**config.mk**
```make
export PLATFORM = sky130hd
export DESIGN_NAME = ammo_launcher
export DESIGN_NICKNAME = d
export VERILOG_FILES = /design/src/rtl/ammo_launcher.sv
export SDC_FILE = /design/constraint.sdc
export NUM_CORES = 1
export LEC_CHECK = 0
export ABC_CLOCK_PERIOD_IN_PS = 3500
export BUFFER_PORTS_ARGS = -buffer_cell sky130_fd_sc_hd__buf_2
export CAP_MARGIN = 15
export CORE_MARGIN = 2
export CORE_UTILIZATION = 55
export DETAILED_ROUTE_END_ITERATION = 7
export GPL_ROUTABILITY_DRIVEN = 0
export PLACE_DENSITY = 0.78
export SETUP_SLACK_MARGIN = 0.15
export SYNTH_ARGS = -nofsm -noshare
export SYNTH_HDL_FRONTEND = slang
export SYNTH_SLANG_ARGS = --single-unit
```
**constraint.sdc**
```tcl
create_clock -name frame_clk -period 3.5 [get_ports frame_clk]
set_clock_uncertainty 0.2 [all_clocks]
set_input_delay 0.525 -clock frame_clk [delete_from_list [all_inputs] [get_ports frame_clk]]
set_output_delay 0.525 -clock frame_clk [all_outputs]
set_load 0.1 [all_outputs]
```
**src/rtl/ammo_launcher.sv**
```systemverilog
// rtl/ammo_launcher.sv - player bullet pool with round-robin hit probe; AMMO_AUTOFIRE_EN enables held-key autofire
module ammo_launcher #(
  parameter int AMMO_NUM   = 4,
  parameter int AMMO_SIZE  = 4,
  parameter int AMMO_SPEED = 6,
  parameter int COOLDOWN   = 8,
  parameter int Y_MIN      = 3,
  parameter int PARK_X     = 700
) (
  input  logic       frame_clk,
  input  logic       Reset,
  input  logic [9:0] ship_x,
  input  logic [9:0] ship_y,
  input  logic [9:0] ship_size,
  input  logic       fire,
  input  logic       bullet_hit,
  output logic [9:0] ball_ammo_x,
  output logic [9:0] ball_ammo_y,
  output logic [9:0] ball_ammo_size,
  output logic [9:0] ammo_X [AMMO_NUM],
  output logic [9:0] ammo_Y [AMMO_NUM],
  output logic       ammo_active [AMMO_NUM],
  output logic [2:0] ammo_count
);

  localparam int IDX_W = (AMMO_NUM > 1) ? $clog2(AMMO_NUM) : 1;
  localparam int CNT_W = $clog2(COOLDOWN + 1);
  localparam logic [9:0] MOVE_LIM  = 10'(Y_MIN + AMMO_SPEED);
  localparam logic [9:0] SPAWN_LIM = 10'(Y_MIN + AMMO_SIZE);

  typedef enum logic [1:0] {S_IDLE, S_COOLDOWN, S_WAIT_RELEASE} fire_state_t;

  fire_state_t          state_q;
  logic [CNT_W-1:0]     cnt_q;
  logic [IDX_W-1:0]     probe_idx_q;
  logic [IDX_W-1:0]     probe_prev_q;
  logic                 probe_valid_q;

  logic [AMMO_NUM-1:0]  act_vec;
  logic [AMMO_NUM-1:0]  kill_vec;
  logic [IDX_W-1:0]     spawn_idx;
  logic [IDX_W-1:0]     probe_idx_d;
  logic [IDX_W-1:0]     cand;
  logic                 spawn_ok;
  logic                 fire_go;
  logic [9:0]           spawn_x;
  logic [9:0]           spawn_y;

  // Decisions for this frame, all taken from the start-of-cycle slot vector
  always_comb begin
    act_vec  = '0;
    kill_vec = '0;
    for (int i = 0; i < AMMO_NUM; i++) act_vec[i] = ammo_active[i];
    if (bullet_hit && probe_valid_q) kill_vec[probe_prev_q] = 1'b1;

    // Descending scan so the lowest free slot wins
    spawn_idx = '0;
    for (int i = AMMO_NUM - 1; i >= 0; i--) begin
      if (!act_vec[i]) spawn_idx = IDX_W'(i);
    end
    spawn_ok = (act_vec != {AMMO_NUM{1'b1}}) && (ship_y >= SPAWN_LIM);
    fire_go  = (state_q == S_IDLE) && fire && spawn_ok;
    spawn_x  = ship_x + (ship_size >> 1) - 10'(AMMO_SIZE >> 1);
    spawn_y  = ship_y - 10'(AMMO_SIZE);

    // Nearest active slot after the probe, cyclically; itself is checked last
    probe_idx_d = probe_idx_q;
    cand        = '0;
    for (int k = AMMO_NUM; k >= 1; k--) begin
      cand = IDX_W'((int'(probe_idx_q) + k) % AMMO_NUM);
      if (act_vec[cand]) probe_idx_d = cand;
    end
  end

  // Presented bullet, parked off-screen when the probed slot is empty
  always_comb begin
    ball_ammo_size = 10'(AMMO_SIZE);
    if (act_vec[probe_idx_q]) begin
      ball_ammo_x = ammo_X[probe_idx_q];
      ball_ammo_y = ammo_Y[probe_idx_q];
    end else begin
      ball_ammo_x = 10'(PARK_X);
      ball_ammo_y = '0;
    end
    ammo_count = '0;
    for (int i = 0; i < AMMO_NUM; i++) ammo_count = ammo_count + 3'(act_vec[i]);
  end

  // Fire FSM: one shot then cooldown; without autofire the key must be released
  always_ff @(posedge frame_clk) begin
    if (Reset) begin
      state_q <= S_IDLE;
      cnt_q   <= '0;
    end else begin
      case (state_q)
        S_IDLE: begin
          if (fire_go) begin
            cnt_q   <= CNT_W'(COOLDOWN - 1);
            state_q <= S_COOLDOWN;
          end
        end
        S_COOLDOWN: begin
          if (cnt_q == '0) begin
`ifdef AMMO_AUTOFIRE_EN
            state_q <= S_IDLE;
`else
            state_q <= fire ? S_WAIT_RELEASE : S_IDLE;
`endif
          end else begin
            cnt_q <= cnt_q - 1'b1;
          end
        end
        S_WAIT_RELEASE: begin
          if (!fire) state_q <= S_IDLE;
        end
        default: state_q <= S_IDLE;
      endcase
    end
  end

  // Slot update (hit beats movement, spawn only into slots free at cycle start) and probe advance
  always_ff @(posedge frame_clk) begin
    if (Reset) begin
      for (int i = 0; i < AMMO_NUM; i++) begin
        ammo_X[i]      <= '0;
        ammo_Y[i]      <= '0;
        ammo_active[i] <= 1'b0;
      end
      probe_idx_q   <= '0;
      probe_prev_q  <= '0;
      probe_valid_q <= 1'b0;
    end else begin
      for (int i = 0; i < AMMO_NUM; i++) begin
        if (kill_vec[i]) begin
          ammo_active[i] <= 1'b0;
        end else if (act_vec[i]) begin
          if (ammo_Y[i] < MOVE_LIM) ammo_active[i] <= 1'b0;
          else                      ammo_Y[i]      <= ammo_Y[i] - 10'(AMMO_SPEED);
        end else if (fire_go && (spawn_idx == IDX_W'(i))) begin
          ammo_X[i]      <= spawn_x;
          ammo_Y[i]      <= spawn_y;
          ammo_active[i] <= 1'b1;
        end
      end
      probe_idx_q   <= probe_idx_d;
      probe_prev_q  <= probe_idx_q;
      probe_valid_q <= act_vec[probe_idx_q];
    end
  end

endmodule

```
; Word-level counts from Yosys, hierarchy flattened
; Index checks and enable logic that the tools add are counted.
[totals]
register_bits = 95
out_inout_bits = 117
wordCells = 161
[op_classes]
n_addsub = 15
order_cmp = 13
eq_ne = 14
muxes = 61
bitwise = 9
n_reduce_logical = 32
[op_table]
columns = op, count
row1 = 10-bit 2-to-1 mux, 18
row2 = 10-bit by 3-bit subtractor with 10-bit output (second input constant), 5
row3 = 10-bit binary-select mux with 2-bit select, 2
row4 = 10-bit by 4-bit less-than comparator with 1-bit output (second input constant), 4
row5 = 3-bit AND reduction, 10
row6 = 2-bit 2-to-1 mux, 12
row7 = 2-bit by 3-bit less-than comparator with 1-bit output (second input constant), 6
row8 = 1-bit 2-to-1 mux, 18
row9 = 2-bit inequality test (second input constant), 8
row10 = 4-bit 2-to-1 mux, 3
row11 = 10-bit by 9-bit adder with 10-bit output, 1
row12 = 1-bit binary-select mux with 2-bit select, 5
row13 = 10-bit by 3-bit greater-or-equal comparator with 1-bit output (second input constant), 1
row14 = 2-bit nonzero test, 5
row15 = 10-bit by 2-bit subtractor with 10-bit output (second input constant), 1
row16 = 1-bit logical AND, 9
row17 = 1-bit NOT, 8
row18 = 4-bit one-hot mux with 2 select lines, 1
row19 = 2-bit OR reduction, 4
row20 = 2-bit == test (second input constant), 3
row21 = 2-bit one-hot mux with 3 select lines, 1
row22 = 2-bit by 1-bit adder with 2-bit output (second input constant), 2
row23 = 2-bit adder (second input constant), 2
row24 = 2-bit by 1-bit == test with 1-bit output (second input constant), 2
row25 = 12 further kinds, 13

; Longest topological paths before layout
; Gate-level depths: netlist (run 1).
[depth]
word_depth = 8
mapped_depth = 10
mapped_depth_nobuf = 10

; Least setup slack after synthesis (run 1)
; No wires, ideal clock.
[synth_timing]
path_type = register -> output
start = reg ammo_active[0] (netlist bit)
end = out ball_ammo_x[0]
t_arrival_ns = 3.655
required_time_ns = 2.775
slack_ns = -0.880
path_stages_with_launch = 5
path_buffers = 1
path_cell_list = dfxtp_1 clkinv_1 mux4_2 clkbuf_1 nor2b_1
[synth_between]
elab_chain_len = 3
[synth_lines]
columns = item, line_no
row1 = from (decl), 22  ; output logic ammo_active [AMMO_NUM],
row2 = "from (signal, indexed assignment)", 127  ; ammo_active[i] <= 1'b0;
row3 = "from (signal, indexed assignment)", 135  ; ammo_active[i] <= 1'b0;
row4 = "from (signal, indexed assignment)", 137  ; if (ammo_Y[i] < MOVE_LIM) ammo_active[i] <= 1'b0;
row5 = 1-bit binary-select mux with 2-bit select, 78  ; if (act_vec[probe_idx_q]) begin
row6 = 1-bit 2-to-1 mux (implied by the code), 78
row7 = 10-bit 2-to-1 mux, 78
row8 = to (decl), 17  ; output logic [9:0] ball_ammo_x,
; No other way between the ends. The select of a mux whose other input is x is not followed.

; Final worst setup path (run 1)
[layout_timing]
start = reg ammo_active[0] (netlist bit)
end = out ball_ammo_y[4]
[layout_between]
elab_chain_len = 3
[layout_lines]
columns = item, line_no
row1 = 1-bit binary-select mux with 2-bit select, 78
row2 = 1-bit 2-to-1 mux (implied by the code), 78
row3 = 10-bit 2-to-1 mux, 78
row4 = to (decl), 18  ; output logic [9:0] ball_ammo_y,
; No other way between the ends. The select of a mux whose other input is x is not followed.

==> results.md, run 1 <==
- Outcome: completed
- Post-layout util: 68.4%
- Cell leakage power: 3.19 nW
- First drt pass iteration count: 8
- Critical-path cell list: clkinv_1, mux4_2, buf_4, nor2b_4, buf_12
- DRT iter0 DRCs: 546
- Non-Filler Instances: 1002
- Levels on crit path: 5
- Reg2Reg Launch Point: ammo_active[0]$_SDFF_PP0_
- Clock Power Share: a little over a fifth
- Grt peak-use layer: met2
- Vias in the first global route: 5960
- Layout cells sized above 1: 27.3%
- Flop pwr share: 34.6%
- Yosys warns: 0
- Critical Path Max Stage Delay: approximately 0.8 ns
- DR vias/cell: 6.29
- Grt ovf: 0
- GR Util All Layers: between 30% and 40%
- Pin count of the biggest net entering global routing: 80
- R2r worst-path depth: 9
- Area of the core: 10900 sq um
- Insertion delay of the later-clocked pin in the worst-skew pair: 0.37 ns
- Sequential fraction of the synthesis area: ~31%
- Relative slew slack: 22.0%
- Avg Synthesized Cell Area: 8.32 sq um
- Comb power frac: between 40% and 50%
- R2r endpoint: ammo_X[18]$_SDFFE_PP0P_
- Crit Path Class: flip-flop to primary output
- Post-DR wirelength/cell: 18.6 um
- H-tree Lvls: 3
- Global Route met2 Usage: between 50% and 60%
- Worst min-delay path class: input pin to flip-flop
- Max-cap check violation count: 0
- P per Cell Area: approximately 490 nW/um^2
- Antenna violations before repair: 0
- WP buf/inv: 3
- Peak Freq: between 300 and 400 MHz
- CTS Buf Count: 9
- Post-synth top area share: ~31%
- Global-route wire length before repair: 29.2 mm
- R2R setup slack: roughly 0.64 ns
- Post-synth cell types: 83
- DR vias: 6307
- Count leader, synth: dfxtp_1
- Initial Util: between 50 and 60%
- Cells after Synth: 742
- Net Switching: 1.64 mW
- Post-synth EDFFs: 0
- Crit path max fanout: 24
- Height of the die: 110 um
- Final worst-path cycle share: 93.0%
- Crit path to: ball_ammo_y[4]
- Predominant post-synthesis flop cell: dfxtp_1
- Top delay family on crit path: multiplexers
- Post-Route WL: around 19 mm
- Startpoint types: flip-flop
- RSZ-0062 raised after global routing: false
- Commonest cells post-synth: 95 x dfxtp_1, 76 x nand2_1, 69 x nor2_1, 67 x a21oi_1, 43 x inv_1
- GR Layer Usage met3: 3.91%
- CP endpoint kind: primary output
- CTS root buffer: clkbuf_8
- CTS tree: done
- Placed cells: ~990
- Register clock-pin slew on the reported worst setup and hold paths: 0.09 ns
- Die width: around 110 um
- Minimum clock period: 3.26 ns
- Layout net count: a little over 900
- CP Data Arrival Time: about 2.5 ns
- Origin of the worst setup path: ammo_active[0]$_SDFF_PP0_
- GR Util met1: 38.5%
- Worst-case clock buffer depth: 2
- Rows: 38
- Fin. max-slew vios: 0
- Async set-reset flop share out of synthesis: 0%
- Post-cts sizing count: 0
- Largest area contributor in the netlist: dfxtp_1
- Area growth, synth to finish: 20.6%
- DP Wirelength: between 10 and 15 mm
- Post-Syn Area: 6180 sq um
- Seq cells post-synth: 95
- Die footprint: between 10000 and 15000 sq um
- Top Ports: 151
- Clk sinks: between 90 and 100
- Sw frac: 45.3%
- Slowest-stage cell, CP: mux4_2
- VDD IR max: 0.378 mV
- Hold buffers post-CTS: 0
- Largest cells by area after synthesis: dfxtp_1 31%, mux4_2 7.7%, ha_1 5.7%, a21oi_1 5.4%, nand2_1 4.6%
- Postcts setup bufs: 0
- Port Buf Inserts: between 100 and 150
- Post-DRT Antenna Nets: 0
- Slew @ Worst Pin: ~1.1 ns
- Sum Neg Setup Slack: 0 ns
- Antenna diode count: 0
- Endpoints failing setup: 0
- Final hold violation count: 0
- Crit path required time: ~2.8 ns
- Internal power: 1.99 mW
- Residual DRC count: 0
-- through the flow --
step           power (mW)  area [sq um]  setup slack, ns  hold WS (ns)
2_1_floorplan        2.52          6310            0.108         0.268
3_5_place_dp         2.83          7230            0.451         0.271
5_1_grt              3.76          7450            0.161         0.216
6_report             3.63          7450            0.245         0.201
4_1_cts              3.61          7450            0.196         0.202
3_3_place_gp         2.80          7230            0.489         0.258
-- kinds of logic after synthesis --
group	after synthesis	share of synthesized area [%]
AO/OA/AOI/OAI	198	21.4
XOR/XNOR	9	1.28
adder cells (fa/ha/maj)	30	6.32
buffers and inverters	101	8.33
flip-flops	95	30.8
multiplexers	28	8.81
other	2	0.122
AND/OR/NAND/NOR	279	22.9
-- layer usage --
layer,wire (um),vias to the layer above
met1,7200,2938
met5,0,-
li1,-,2893
met4,964,0
met2,8860,396
met3,1600,80
-- placed cells by master (no fill, tap or decap), drive strengths merged, types with 6 or more instances in the layout --
master | Yosys | routed
a21o | 10 | 10
nor2 | 70 | 70
o21ai | 36 | 36
conb | 2 | 10
nand2b | 6 | 6
or3 | 8 | 8
or2 | 9 | 9
dfxtp | 95 | 95
o32ai | 6 | 6
nand3 | 25 | 25
inv | 43 | 45
nor3 | 19 | 19
o211ai | 11 | 11
nor4 | 9 | 9
o31ai | 13 | 13
a211oi | 11 | 11
mux2i | 6 | 6
and3 | 9 | 9
mux4 | 21 | 21
a21oi | 68 | 68
ha | 28 | 28
or4 | 6 | 6
buf | 27 | 151
clkbuf | 29 | 14
nand2 | 76 | 76
nor2b | 22 | 22
-- worst min-delay path by stage --
stage,from,endpoint,slack [ns],cells past startpoint
floorplan,cnt_q[0]$_SDFFE_PP0P_,cnt_q[0]$_SDFFE_PP0P_,0.27,1
global placement,ammo_X[1]$_SDFFE_PP0P_,ammo_X[1]$_SDFFE_PP0P_,0.26,2
detailed placement,ammo_X[2]$_SDFFE_PP0P_,ammo_X[2]$_SDFFE_PP0P_,0.27,2
CTS,fire,state_q[1]$_SDFFE_PP0P_,0.20,2
global route,fire,state_q[1]$_SDFFE_PP0P_,0.22,2
finish,fire,state_q[1]$_SDFFE_PP0P_,0.20,2
-- power groups by stage --
| stage | Clock [mW] | Combinational, mW | Sequential, mW |
|---|---|---|---|
| finish | 0.796 | 1.58 | 1.26 |
| global route | 0.835 | 1.66 | 1.26 |
| CTS | 0.793 | 1.57 | 1.25 |
| detailed placement | 0 | 1.56 | 1.27 |
| global placement | 0 | 1.53 | 1.27 |
| floorplan | 0 | 0.853 | 1.66 |
-- final cells by class --
class / count / area (sq um)
Clock buffer: 13 / 169
Clock inverter: 3 / 47.5
Fill cell: 868 / 3440
Inverter: 45 / 169
Multi-Input combinational cell: 554 / 3880
Sequential cell: 95 / 1910
Tap cell: 140 / 175
Timing Repair Buffer: 152 / 1100
-- flip-flops by register name, summed over array words and instances, names as in the netlist --
name / cells
ammo_X: 40
ammo_Y: 40
ammo_active: 4
cnt_q: 4
probe_idx_q: 2
probe_prev_q: 2
probe_valid_q: 1
state_q: 2
Power figures use the tool's default switching activity.
==> inputs of run 2 (changes only) <==
--- a/config.mk
+++ b/config.mk
@@ -9,11 +9,13 @@
 export BUFFER_PORTS_ARGS = -buffer_cell sky130_fd_sc_hd__buf_2
 export CAP_MARGIN = 15
 export CORE_MARGIN = 2
-export CORE_UTILIZATION = 55
+export CORE_UTILIZATION = 56
+export CTS_BUF_LIST = sky130_fd_sc_hd__clkbuf_8
 export DETAILED_ROUTE_END_ITERATION = 7
 export GPL_ROUTABILITY_DRIVEN = 0
-export PLACE_DENSITY = 0.78
+export PLACE_DENSITY = 0.83
 export SETUP_SLACK_MARGIN = 0.15
+export SKIP_CTS_REPAIR_TIMING = 1
 export SYNTH_ARGS = -nofsm -noshare
 export SYNTH_HDL_FRONTEND = slang
 export SYNTH_SLANG_ARGS = --single-unit
==> run 2 against run 1 <==
Against the previous run:
- hold slack improved by 0.023 ns
- register-to-register slack better by 0.16 ns
- non-clock buffer count up 4
- flip-flop and latch count unchanged
- critical path type unchanged
- die area fell by 1.7%
- wire length up 5.8%
- core utilization is 0.67 points higher
- combinational power about the same
- sequential share of layout area is essentially flat
- worst setup slack lost 0.0087 ns
- clock power is 11% lower
==> results.md, run 2 (synthesis results as in run 1) <==
- Outcome: completed
- Max-cap check violation count: 0
- Smallest setup slack after layout: 0.236 ns
- Die footprint: 11900 sq um
- VDD IR max: 0.362 mV
- Multi-input logic area: about 3900 sq um
- GR Util All Layers: 33.4%
- Largest registers: ammo_X x40, ammo_Y x40
- Relative slew slack: 30.9%
- Worst min-delay path class: input pin to flip-flop
- R2r worst-path depth: 9
- R2R setup slack: 0.80 ns
- Non-Filler Instances: 1007
- Residual DRC count: 0
- Clk sinks: 95
- Height of the die: 109 um
- Placed cells: 989
- Minimum clock period: 3.26 ns
- Global-route wire length before repair: a little over 30 mm
- Fill cells: 821
- Port Buf Inserts: 139
- Insertion delay of the later-clocked pin in the worst-skew pair: ~0.38 ns
- P per Cell Area: 478 nW/um^2
- Critical Path Max Stage Delay: 0.77 ns
- Vias in the first global route: 6095
- Crit path required time: 2.77 ns
- CTS tree: done
- Post-DR wirelength/cell: 19.6 um
- RSZ-0062 raised after global routing: false
- Top Ports: 151
- CP Data Arrival Time: 2.54 ns
- Most frequent cells in the layout: 118 x buf_2, 91 x dfxtp_1, 76 x nand2_1
- CTS Buf Count: 9
- Slowest-stage cell, CP: mux4_2
- Total power: about 3.6 mW
- Clock Power Share: 19.9%
- DR vias: 6482
- CP endpoint kind: primary output
- Crit Path Class: flip-flop to primary output
- Sw frac: 47.7%
- Critical-path cell list: clkinv_1, mux4_2, buf_4, nor2b_2, buf_12
- Layout cells sized above 1: 27.6%
- Post-DRT Antenna Nets: 0
- Worst-case clock buffer depth: 2
- Post-Route WL: 19.7 mm
- Die width: ~110 um
- Final hold violation count: 0
- Cell leakage power: 3.18 nW
- Rows: 38
- Net Switching: 1.70 mW
- Area growth, synth to finish: 20.7%
- Fin. max-slew vios: 0
- Crit path max fanout: 24
- Pin count of the biggest net entering global routing: 65
- Grt ovf: 0
- Register clock-pin slew on the reported worst setup and hold paths: roughly 0.1 ns
- CTS root buffer: clkbuf_8
- H-tree Lvls: 3
- Comb power frac: 44.8%
- Layout net count: between 900 and 1000
- Peak Freq: 306 MHz
- Post-Place Worst Slack: 0.430 ns
- Slew @ Worst Pin: just over 1 ns
- Sum Neg Setup Slack: 0 ns
- Final worst-path cycle share: 93.3%
- Flop pwr share: a little over a third
- DRT iter0 DRCs: 439
- First drt pass iteration count: 6
- Antenna violations before repair: 1
- Initial Util: 57.2%
- Most common cell after layout, fill and taps aside: buf_2
- Internal power: 1.87 mW
- Endpoints failing setup: 0
- FF/Latch Area: 1910 sq um
- Startpoint types: flip-flop
- Area of the core: 10800 sq um
- Hold Path Depth: 2
- DR vias/cell: 6.44
- DP Wirelength: approximately 14 mm
## run 2: path summary, 6_finish.rpt
path                                  start                 endpoint
hold / removal                         fire  state_q[1]$_SDFFE_PP0P_
hold reg to reg     ammo_X[21]$_SDFFE_PP0P_  ammo_X[21]$_SDFFE_PP0P_
setup / recovery  ammo_active[0]$_SDFF_PP0_           ball_ammo_y[9]
setup reg to reg  ammo_active[0]$_SDFF_PP0_  ammo_X[18]$_SDFFE_PP0P_
## run 2: worst max-delay path, delay by kind of cell, from the launching register on
| family | cells | cell delay [ns] |
|---|---|---|
| muxes | 1 | 0.77 |
| and+or+nand+nor | 1 | 0.18 |
| DFF | 1 | 0.51 |
| buffers and inverters | 3 | 0.70 |
## run 2: layout make-up
class | count | share of cell area, %
multi-input cells | 554 | 52.1
flip-flops and latches | 95 | 25.6
repair buffers | 156 | 15.2
well taps | 140 | 2.35
inverters | 45 | 2.27
clock buffers | 9 | 1.66
clock inverters | 7 | 0.839
diodes | 1 | 0.0336
## run 2: stage by stage
stage | hold WS [ns] | util [%] | cell area, sq um
2_1_floorplan | 0.268 | - | 6310
3_3_place_gp | 0.259 | 67.2 | 7250
3_5_place_dp | 0.263 | 67.2 | 7250
4_1_cts | 0.213 | 68.9 | 7440
5_1_grt | 0.208 | 69.1 | 7460
6_report | 0.225 | 69.1 | 7460
## run 2: power by group through the flow
stage	clock (mW)	combinational, mW	sequential, mW
5_1_grt	0.746	1.68	1.27
2_1_floorplan	0	0.853	1.66
3_3_place_gp	0	1.53	1.27
6_report	0.711	1.60	1.26
4_1_cts	0.706	1.58	1.25
3_5_place_dp	0	1.58	1.28
## run 2: routing by layer
layer / GRT usage, % / share of wire (%) / vias up
met3: 6.69 / 10 / 82
met5: 0 / 0 / -
li1: - / - / 2911
met4: 18.0 / 4.9 / 0
met2: 55.4 / 48 / 471
met1: 40.6 / 37 / 3018
==> inputs of run 3 (changes only) <==
--- a/config.mk
+++ b/config.mk
@@ -5,6 +5,7 @@
 export SDC_FILE = /design/constraint.sdc
 export NUM_CORES = 1
 export LEC_CHECK = 0
+export ABC_AREA = 1
 export ABC_CLOCK_PERIOD_IN_PS = 3500
 export BUFFER_PORTS_ARGS = -buffer_cell sky130_fd_sc_hd__buf_2
 export CAP_MARGIN = 15
==> run 3 against run 2 <==
Against the previous run:
- final cell count increased by 31%
- clock power is 8.4% higher
- wire length fell by 2.3%
- worst setup slack improved by 0.080 ns
- clock-buffer cell count up 1
- global-route usage down 2.4 points
- non-clock buffer count decreased by 2
- synthesized cell count increased by 41%
- via count grew 12%
- hold slack worse by 0.012 ns
- flip-flop and latch count unchanged
- cell area increased by 3.3%
- critical path type unchanged
==> results.md, run 3 <==
- Outcome: completed
- Comb power frac: between 50 and 60%
- Peak Freq: 314 MHz
- Largest registers: ammo_X x40, ammo_Y x40
- Sw frac: 55.3%
- Main combinational cell family by area after synthesis: simple AND/OR/NAND/NOR gates
- Grt ovf: 0
- Post-synth cell types: 40
- Avg Synthesized Cell Area: 6.12 sq um
- Max-cap check violation count: 0
- Hold Path Depth: 3
- Cells after Synth: 1047
- Layout net count: around 1200
- Area growth, synth to finish: 20.3%
- Crit path max fanout: 14
- Startpoint types: flip-flop
- Residual DRC count: 0
- Most used cell, CP: inv_1
- DRT iter0 DRCs: 684
- Slew @ Worst Pin: 0.848 ns
- Total power: 5.23 mW
- Smallest setup slack after layout: 0.317 ns
- Crit Path Class: flip-flop to primary output
- DP Wirelength: 14.1 mm
- Top delay family on crit path: adder cells
- Post-synth EDFFs: 0
- Post-Route WL: 19.3 mm
- H-tree Lvls: 3
- Critical-path cell list: inv_1, fa_1, inv_1, ha_1, ha_2, buf_2
- Critical Path Max Stage Delay: 0.53 ns
- Layout cells sized above 1: 18.4%
- Minimum clock period: 3.18 ns
- Top Ports: 151
- R2r worst-path depth: 10
- Clk sinks: 95
- Largest area contributor in the netlist: dfxtp_1
- Count leader, synth: nand2_1
- Most frequent cells in the layout: 269 x nand2_1, 187 x nor2_1, 130 x inv_1
- Hold Path End: state_q[1]$_SDFFE_PP0P_
- CTS root buffer: clkbuf_8
- Register clock-pin slew on the reported worst setup and hold paths: 0.10 ns
- DR vias: ~7200
- First drt pass iteration count: 5
- Pin count of the biggest net entering global routing: around 70
- RSZ-0062 raised after global routing: false
- Post-Synth XOR/XNOR Area: 1.23%
- R2r endpoint: ammo_Y[19]$_SDFFE_PP0P_
- Net Switching: 2.89 mW
- Crit path required time: 2.77 ns
- VDD IR max: 0.783 mV
- Post-DR wirelength/cell: 14.6 um
- Die footprint: roughly 12000 sq um
- Fin. max-slew vios: 0
- Worst min-delay path class: input pin to flip-flop
- Most common cell after layout, fill and taps aside: nand2_1
- Endpoints failing setup: 0
- WP buf/inv: 3
- Insertion delay of the later-clocked pin in the worst-skew pair: between 0.3 and 0.4 ns
- Post-synthesis mux area share: 0%
- Clock Power Share: between 10 and 15%
- Die width: 111 um
- Async set-reset flop share out of synthesis: 0%
- Internal power: around 2.3 mW
- Post-synthesis simple-gate area fraction: 37.6%
- Final hold violation count: 0
- Post-Place Worst Slack: 0.584 ns
- Post-Syn Area: roughly 6400 sq um
- Flop pwr share: 26.0%
- Largest cells by area after synthesis: dfxtp_1 30%, nand2_1 16%, nor2_1 11%, inv_1 7.7%, nand3_1 6.4%
- Post-synth top area share: 29.7%
- Post-layout util: 68.3%
- Predominant post-synthesis flop cell: dfxtp_1
- Rows: 39
- Global-route wire length before repair: about 31 mm
- Worst-case clock buffer depth: 2
- Complex-gate fraction of the synthesized area: about an eighth
- Fill cells: roughly 1000
- Launch point of the worst hold path: fire
- DR vias/cell: between 5 and 6
- Port Buf Inserts: 139
- Cell leakage power: 3.99 nW
- Sequential fraction of the synthesis area: 29.7%
- Commonest cells post-synth: 269 x nand2_1, 196 x nor2_1, 131 x inv_1, 95 x dfxtp_1, 82 x nand3_1
- CP endpoint kind: primary output
- P per Cell Area: 679 nW/um^2
- Relative slew slack: 43.2%
- Antenna violations before repair: 0
- Adder-Cell Fraction of Synth Area: 6.10%
- Antenna diode count: 0
- Reg2Reg Launch Point: ammo_active[0]$_SDFF_PP0_
- Area of the core: 11300 sq um
- R2R setup slack: between 0.9 and 1 ns
- GR Util All Layers: 31.0%
- Vias in the first global route: 6418
- Hold slack: about 0.21 ns
- Yosys warns: 0
- CTS Buf Count: 9
- Height of the die: 111 um
- CP Data Arrival Time: 2.46 ns
- Final worst-path cycle share: between 90% and 100%
- Initial Util: 56.8%
- CTS tree: done
- Slowest-stage cell, CP: fa_1
- Post-DRT Antenna Nets: 0
- Seq cells post-synth: 95
[run 3: metrics by stage]
step | std cells | setup TNS, ns | area (sq um)
final | 1322 | 0 | 7700
after global placement | 1306 | 0 | 7490
after global routing | 1322 | 0 | 7700
after CTS | 1322 | 0 | 7690
after detailed placement | 1306 | 0 | 7490
after floorplan | 1055 | -0.865 | 6470
[run 3: cell families (layout without fill, tap and decap cells)]
family / count (synthesis) / count (layout)
other: 2 / 10
AND/OR/NAND/NOR: 584 / 584
XOR/XNOR: 9 / 9
buffers and inverters: 186 / 310
adder cells (fa/ha/maj): 30 / 30
AO/OA/AOI/OAI: 141 / 141
flip-flops: 95 / 95
[run 3: cell type report]
cell class | count | area, sq um | share of cell area (%)
Multi-Input combinational cell | 774 | 3770 | 49.0
Sequential cell | 95 | 1910 | 24.8
Timing Repair Buffer | 154 | 1110 | 14.4
Inverter | 140 | 529 | 6.87
Tap cell | 143 | 179 | 2.32
Clock buffer | 10 | 138 | 1.79
Clock inverter | 6 | 66.3 | 0.861
[run 3: worst max path at each step]
stage	from	end	slack (ns)	cells after the start
detailed placement	ammo_active[1]$_SDFF_PP0_	ball_ammo_x[5]	0.58	8
CTS	ammo_active[1]$_SDFF_PP0_	ball_ammo_x[5]	0.16	8
floorplan	ammo_active[2]$_SDFF_PP0_	ball_ammo_x[0]	-0.22	5
global route	ammo_active[1]$_SDFF_PP0_	ammo_count[1]	0.23	6
global placement	probe_idx_q[0]$_SDFFE_PP0P_	ball_ammo_x[7]	0.63	6
finish	ammo_active[1]$_SDFF_PP0_	ammo_count[1]	0.32	6
[run 3: layer usage]
layer / vias to the layer above / part of all wire [%] / wire length [um] / global-route usage, %
met4: 0 / 3.8 / 741 / 12.8
met3: 58 / 11 / 2100 / 7.71
met5: - / 0 / 0 / 0
li1: 3554 / - / - / -
met2: 384 / 45 / 8720 / 50.3
met1: 3239 / 40 / 7690 / 39.4
[run 3: power groups by stage]
stage / clock network [mW] / registers (mW) / logic, mW
5_1_grt: 0.827 / 1.37 / 3.29
3_5_place_dp: 0 / 1.37 / 3.05
4_1_cts: 0.778 / 1.35 / 3.07
6_report: 0.771 / 1.36 / 3.10
3_3_place_gp: 0 / 1.37 / 3.03
2_1_floorplan: 0 / 1.90 / 1.76
[run 3: worst register-to-register path: cells and delay by family, from the launching register on]
kind	cells	cell delay [ns]
and+or+nand+nor	7	1.36
DFF	1	0.34
buffers and inverters	2	0.30
adders and majority gates	1	0.25
